### config.mk
export PLATFORM = sky130hd
export DESIGN_NAME = mem_arbiter
export DESIGN_NICKNAME = d
export VERILOG_FILES = /design/src/rtl/mem_arbiter.sv
export SDC_FILE = /design/constraint.sdc
export NUM_CORES = 1
export LEC_CHECK = 0
export BUFFER_PORTS_ARGS = -buffer_cell sky130_fd_sc_hd__buf_2
export CAP_MARGIN = 10
export CORE_AREA = 2 2 107 109
export DETAILED_ROUTE_END_ITERATION = 6
export DIE_AREA = 0 0 109 111
export HOLD_SLACK_MARGIN = 0.06
export PLACE_DENSITY_LB_ADDON = 0.12
export SYNTH_ARGS = -nofsm -noshare
export SYNTH_HDL_FRONTEND = slang
export SYNTH_SLANG_ARGS = --single-unit
export TNS_END_PERCENT = 10
### constraint.sdc
create_clock -name clk -period 1.26 [get_ports clk]
set_input_delay 0.189 -clock clk [delete_from_list [all_inputs] [get_ports clk]]
set_output_delay 0.189 -clock clk [all_outputs]
set_load 0.01 [all_outputs]
### src/rtl/mem_arbiter.sv
// Round-robin arbiter sharing one memory port between fetch (read-only) and data (read/write) requesters.
// Latency: strobe one cycle after the request is seen in IDLE; resp in the same cycle as mem_resp.
// Backpressure: one transaction in flight; requesters hold their request until resp, and inputs are ignored while serving.
module mem_arbiter #(
    parameter int ADDR_W = 32,
    parameter int DATA_W = 32,
    parameter int MASK_W = DATA_W / 8
) (
    input  logic              clk,
    input  logic              rst,
    input  logic              i_read,
    input  logic [ADDR_W-1:0] i_address,
    output logic [DATA_W-1:0] i_rdata,
    output logic              i_resp,
    input  logic              d_read,
    input  logic              d_write,
    input  logic [ADDR_W-1:0] d_address,
    input  logic [DATA_W-1:0] d_wdata,
    input  logic [MASK_W-1:0] d_wmask,
    output logic [DATA_W-1:0] d_rdata,
    output logic              d_resp,
    output logic              mem_read,
    output logic              mem_write,
    output logic [ADDR_W-1:0] mem_address,
    output logic [DATA_W-1:0] mem_wdata,
    output logic [MASK_W-1:0] mem_wmask,
    input  logic [DATA_W-1:0] mem_rdata,
    input  logic              mem_resp
);

    typedef enum logic [1:0] {IDLE, SERVE_I, SERVE_D} state_t;

    typedef struct packed {
        logic              read;
        logic              write;
        logic [ADDR_W-1:0] addr;
        logic [DATA_W-1:0] wdata;
        logic [MASK_W-1:0] wmask;
    } mem_req_t;

    state_t   state;
    logic     last_grant_d;
    mem_req_t req_q;

    logic i_vld;
    logic d_vld;
    logic grant_i;
    logic grant_d;

    // On a tie the side that did not win last time is granted.
    assign i_vld   = i_read;
    assign d_vld   = d_read | d_write;
    assign grant_i = i_vld & (~d_vld | last_grant_d);
    assign grant_d = d_vld & (~i_vld | ~last_grant_d);

    always_ff @(posedge clk) begin
        if (rst) begin
            state        <= IDLE;
            last_grant_d <= 1'b1;
            req_q        <= '0;
        end else begin
            case (state)
                IDLE: begin
                    if (grant_i) begin
                        state        <= SERVE_I;
                        last_grant_d <= 1'b0;
                        req_q.read   <= 1'b1;
                        req_q.write  <= 1'b0;
                        req_q.addr   <= i_address;
                        req_q.wdata  <= '0;
                        req_q.wmask  <= '0;
                    end else if (grant_d) begin
                        state        <= SERVE_D;
                        last_grant_d <= 1'b1;
                        req_q.read   <= ~d_write;
                        req_q.write  <= d_write;
                        req_q.addr   <= d_address;
                        req_q.wdata  <= d_wdata;
                        req_q.wmask  <= d_wmask;
                    end
                end
                SERVE_I, SERVE_D: begin
                    if (mem_resp) begin
                        state       <= IDLE;
                        req_q.read  <= 1'b0;
                        req_q.write <= 1'b0;
                    end
                end
                default: begin
                    state       <= IDLE;
                    req_q.read  <= 1'b0;
                    req_q.write <= 1'b0;
                end
            endcase
        end
    end

    assign mem_read    = req_q.read;
    assign mem_write   = req_q.write;
    assign mem_address = req_q.addr;
    assign mem_wdata   = req_q.wdata;
    assign mem_wmask   = req_q.wmask;

    assign i_resp  = (state == SERVE_I) & mem_resp;
    assign d_resp  = (state == SERVE_D) & mem_resp;
    assign i_rdata = mem_rdata;
    assign d_rdata = mem_rdata;

endmodule

## After elaboration in Yosys (flattened, before gate mapping)

Index checks and enable logic that the tools add are counted.

| cells by class | value |
|---|---|
| eq/ne operators | 4 |
| reduce and logical (&&, ||, !) cells | 5 |
| bitwise logic cells | 11 |
| muxes and demuxes | 9 |

Operator list:

| operator | count |
|---|---|
| 70-bit two-way mux | 2 |
| 2-bit case mux with 2 select lines | 2 |
| 2-bit two-way mux | 3 |
| 1-bit bitwise AND | 4 |
| 1-bit inverter | 4 |
| 2-bit AND reduction | 2 |
| 3-bit inequality test, second input constant | 1 |
| 1-bit bitwise OR | 3 |
| 2-bit by 1-bit == test with 1-bit output, second input constant | 1 |
| 2-bit == test, second input constant | 1 |
| 2-bit zero test | 1 |
| 1-bit two-way mux | 2 |
| 2-bit inequality test, second input constant | 1 |
| 2-bit nonzero test | 1 |
| 2-bit OR reduction | 1 |

| storage, ports and cells | value |
|---|---|
| word-level logic and storage cells | 36 |
| register bits after elaboration | 73 |
| output and inout port bits | 136 |

## Longest topological paths before layout

| logic depth | value |
|---|---|
| depth after elaboration | 6 |
| gate-level depth with buffers | 7 |

## Worst setup path before layout

Ideal clock, no wire load.

| timing path | value |
|---|---|
| path kind | register -> register |
| from | register state[0] |
| to | register req_q, in the netlist mem_wdata[10] |
| path slack | -141 ps |
| cell stages (with the launch flop) | 7 |
| required time | 1201 ps |
| buffers on the path | 1 |
| setup time | 59 ps |
| arrival | 1343 ps |
| path through | dfxtp_1 -> inv_1 -> ha_1 -> o21ai_1 -> a211oi_4 -> buf_2 -> a22o_1 |

| between the ends | value |
|---|---|
| cells in the longest elaborated chain, start to end | 2 |

Ends and longest elaborated chain:

| what | line | source |
|---|---|---|
| from (decl) | 41 | `state_t state;` |
| from (signal assigned) | 58 | `state <= IDLE;` |
| from (signal assigned) | 65 | `state <= SERVE_I;` |
| from (signal assigned) | 73 | `state <= SERVE_D;` |
| 2-bit zero test | 62 | `case (state)` |
| 2-bit AND reduction (no source line) | - |  |
| to (decl) | 43 | `mem_req_t req_q;` |

No other way between the ends.
A chain may end at the register's enable or synchronous reset.

## Final worst setup path

| timing path | value |
|---|---|
| from | register state[1] |
| to | register req_q, in the netlist mem_address[20] |

Same word-level chain as after synthesis.

==> summary.txt <==
Timing
  • Final Skew: approximately 0.0067 ns
  • Final Worst Setup Slack: -0.1754 ns
  • Fin crit share: 113.9%
  • Slew headroom: between 60 and 70%
  • Period minus WS final: approximately 1.4 ns
  • Worst Max-Slew Pin Slew: roughly 0.46 ns
  • WHS: 0.06999 ns
  • # setup viols final: 75
  • Final Max Slew Viols: 0
  • RSZ-0062 raised after global routing: yes
  • Fin. Hold Viols: 0
  • Fmax: 696.7 MHz

Global route
  • Number of global-route vias before repair: approximately 3.2k
  • Congestion Overflow GR: 0
  • Largest net degree at the start of global routing: 33
  • First-pass GRT wire length: 16.01 mm
  • Gr usage total: around 17%
  • Initial antenna violation count: 1

Die
  • Core ar.: 11080 µm²
  • Initial Utilization: 32.72%
  • Die ar.: 12100 µm²
  • Die height: 111 µm
  • Num rows: 39
  • Die width: 109 µm
  • Num ports: 274

Cells and area
  • Diode count: 0
  • Commonest non-fill, non-tap cells in the layout: buf_2 (176), dfxtp_1 (71), a22o_1 (36)
  • Commonest non-fill, non-tap cell in the layout: buf_2
  • Layout cells sized above 1: 57.74%
  • Synth-to-Final Area Change: 39.80%
  • Fillers: 1075
  • Nets: 641

Min path
  • Hold Path Sink: mem_wdata[1]$_SDFFE_PP0P_
  • Hold Path Cell Cnt: 2
  • Hold Startpoint: d_wdata[1]
  • HP Class: in -> reg

Setup path
  • R2r worst-path depth: 6
  • Critical Path Sink Type: flip-flop
  • Critical path data required time: 1.50 ns
  • Crit path kind: reg -> reg
  • Reg2reg setup slack: -0.18 ns
  • Critical Path Fanout Max: 11
  • Critical Path AT: approximately 1.7 ns
  • Worst r2r src: state[1]$_SDFFE_PP0P_
  • Reg-to-Reg End: mem_address[20]$_SDFFE_PP0P_
  • Crit start category: flip-flop

Place
  • Gpl congestion: 0.7527
  • Hpwl dp: 6.727 mm
  • Port bufs: 177

Power and ir drop
  • Combinational share of power: a little under a third
  • Pwr per Cell Area: 1609 nW/µm²
  • VDD IR max: approximately 700 µV
  • Psw: 2.352 mW
  • Reg power frac: between 30% and 40%
  • Total power: approximately 8.2 mW
  • Internal: 5.798 mW
  • Clock Power Share: between 30% and 40%
  • Leakage: roughly 2.3 nW
  • Sw Share: 28.86%

Detailed routing
  • Vias: 3188
  • WL final: around 10 mm
  • # DRC: 0
  • First drt pass iteration count: 4
  • Remaining antenna violation count: 0
  • Initial DRC Count: 121
  • Wirelength per Cell: about 16 µm
  • Vias/cell: 4.927

Synth
  • Post-Syn Area: 3625 µm²
  • Mean post-synth cell area: between 9 and 10 µm²
  • Synthesized instance count: 366
  • Number of synthesized flops with an enable pin: 0
  • Ys async rst share: 0%
  • Post-synth cell types: 31
  • Top FF cell, synth: dfxtp_1
  • Synth Net Count: about 500
  • Register area share after synthesis: 40.32%
  • Yosys warns: 0
  • Yosys reg bits: 73

Clock tree
  • Clock latency at the later pin of the worst-skew pair: 0.33 ns
  • Clk buf depth: 2
  • Clock-pin slew on the worst setup and hold paths: approximately 0.06 ns
  • Clk root buf: clkbuf_16
  • CTS tree: done
  • H-tree levels: 3
  • Total CTS buffers: 9
  • Sinks on the clock net: 73

Flow run
  • Total of max-cap violations: 0

Outcome
  • Status: finished, violations left
  • Failing checks: negative setup slack
-- kinds of logic after synthesis --
kind of cell,count (synthesis),share of synthesized area [%]
flops,73,40.32
simple gates,79,10.25
fa+ha+maj,3,1.036
buf+inv,98,18.95
compound gates,113,29.44
-- worst max path at each step --
stage / start / end / slack, ns / depth (start not counted)
3_3_place_gp: d_read / mem_wdata[15]$_SDFFE_PP0P_ / -0.36 / 4
2_1_floorplan: state[1]$_SDFFE_PP0P_ / mem_wdata[10]$_SDFFE_PP0P_ / -0.08 / 6
5_1_grt: state[0]$_SDFFE_PP0P_ / mem_address[28]$_SDFFE_PP0P_ / -0.24 / 7
6_report: state[1]$_SDFFE_PP0P_ / mem_address[20]$_SDFFE_PP0P_ / -0.18 / 6
3_5_place_dp: state[0]$_SDFFE_PP0P_ / mem_wdata[23]$_SDFFE_PP0P_ / -0.39 / 5
4_1_cts: state[1]$_SDFFE_PP0P_ / mem_address[9]$_SDFFE_PP0P_ / -0.18 / 6
-- metrics by stage --
step                      std cells  area (µm²)  setup slack [ns]  utilization, %  TNS, ns
after floorplan                 366        3669          -0.07720               -   -2.488
after global placement          614        4312           -0.3636           38.92   -18.02
after detailed placement        614        4312           -0.3909           38.92   -19.21
after CTS                       641        4901           -0.1809           44.24   -11.06
after global routing            647        5067           -0.2431           45.75   -14.50
final                           647        5067           -0.1754           45.75   -9.684
-- synth_stat cells, drive strengths merged, types with 3 or more instances --
library cell / count / area [µm²]
a22o: 36 / 315.3
a311oi: 31 / 465.5
buf: 85 / 638.1
clkbuf: 10 / 37.54
dfxtp: 73 / 1461
ha: 3 / 37.54
inv: 3 / 11.26
nand2b: 3 / 18.77
nand3: 32 / 160.2
nor2: 36 / 142.6
o21ai: 34 / 170.2
-- area by class of cell --
| cell class | count | area [µm²] | share of cell area [%] |
|---|---|---|---|
| repair buffers | 217 | 1444 | 28.49 |
| well taps | 143 | 178.9 | 3.531 |
| flip-flops and latches | 73 | 1464 | 28.89 |
| clock inverters | 6 | 107.6 | 2.123 |
| inverters | 3 | 13.76 | 0.2716 |
| clock buffers | 9 | 225.2 | 4.444 |
| multi-input cells | 196 | 1634 | 32.25 |
-- power groups by stage --
| stage | registers [mW] | clock network [mW] | logic, mW |
|---|---|---|---|
| floorplan | 2.97 | 0 | 1.32 |
| global placement | 2.83 | 0 | 2.00 |
| detailed placement | 2.83 | 0 | 2.02 |
| CTS | 2.78 | 2.96 | 2.32 |
| global route | 2.84 | 3.08 | 2.69 |
| finish | 2.80 | 2.88 | 2.48 |
-- repair_timing --
action / in CTS / in global routing
endpoints found under the setup margin: 75 / 75
buffers inserted: 3 / 3
hold endpoints to repair: 5 / 1
gates resized for setup: 17 / 25
cloned: 4 / 2
hold buffers: 5 / 1
pin swaps: 8 / 11
-- routing by layer --
layer	part of all wire [%]	global-route usage, %	vias to the layer above
li1	-	-	1538
met1	43	20.98	1484
met2	46	26.83	157
met3	10	7.113	7
met4	0.73	4.274	2
met5	0.15	0	-
-- state kept, by name, indices dropped and copies added (netlist names) --
name / flops
mem_address: 32
mem_wdata: 32
mem_wmask: 4
state: 2
last_grant_d: 1
mem_read: 1
mem_write: 1
-- critical path, cell delays in order, from the launching register on --
cell and delay (ns):
dfxtp_2 0.35, inv_4 0.05, ha_4 0.15, o31a_4 0.15
buf_12 0.17, bufbuf_16 0.28, a311oi_2 0.19
(Power assumes the default switching activity.)
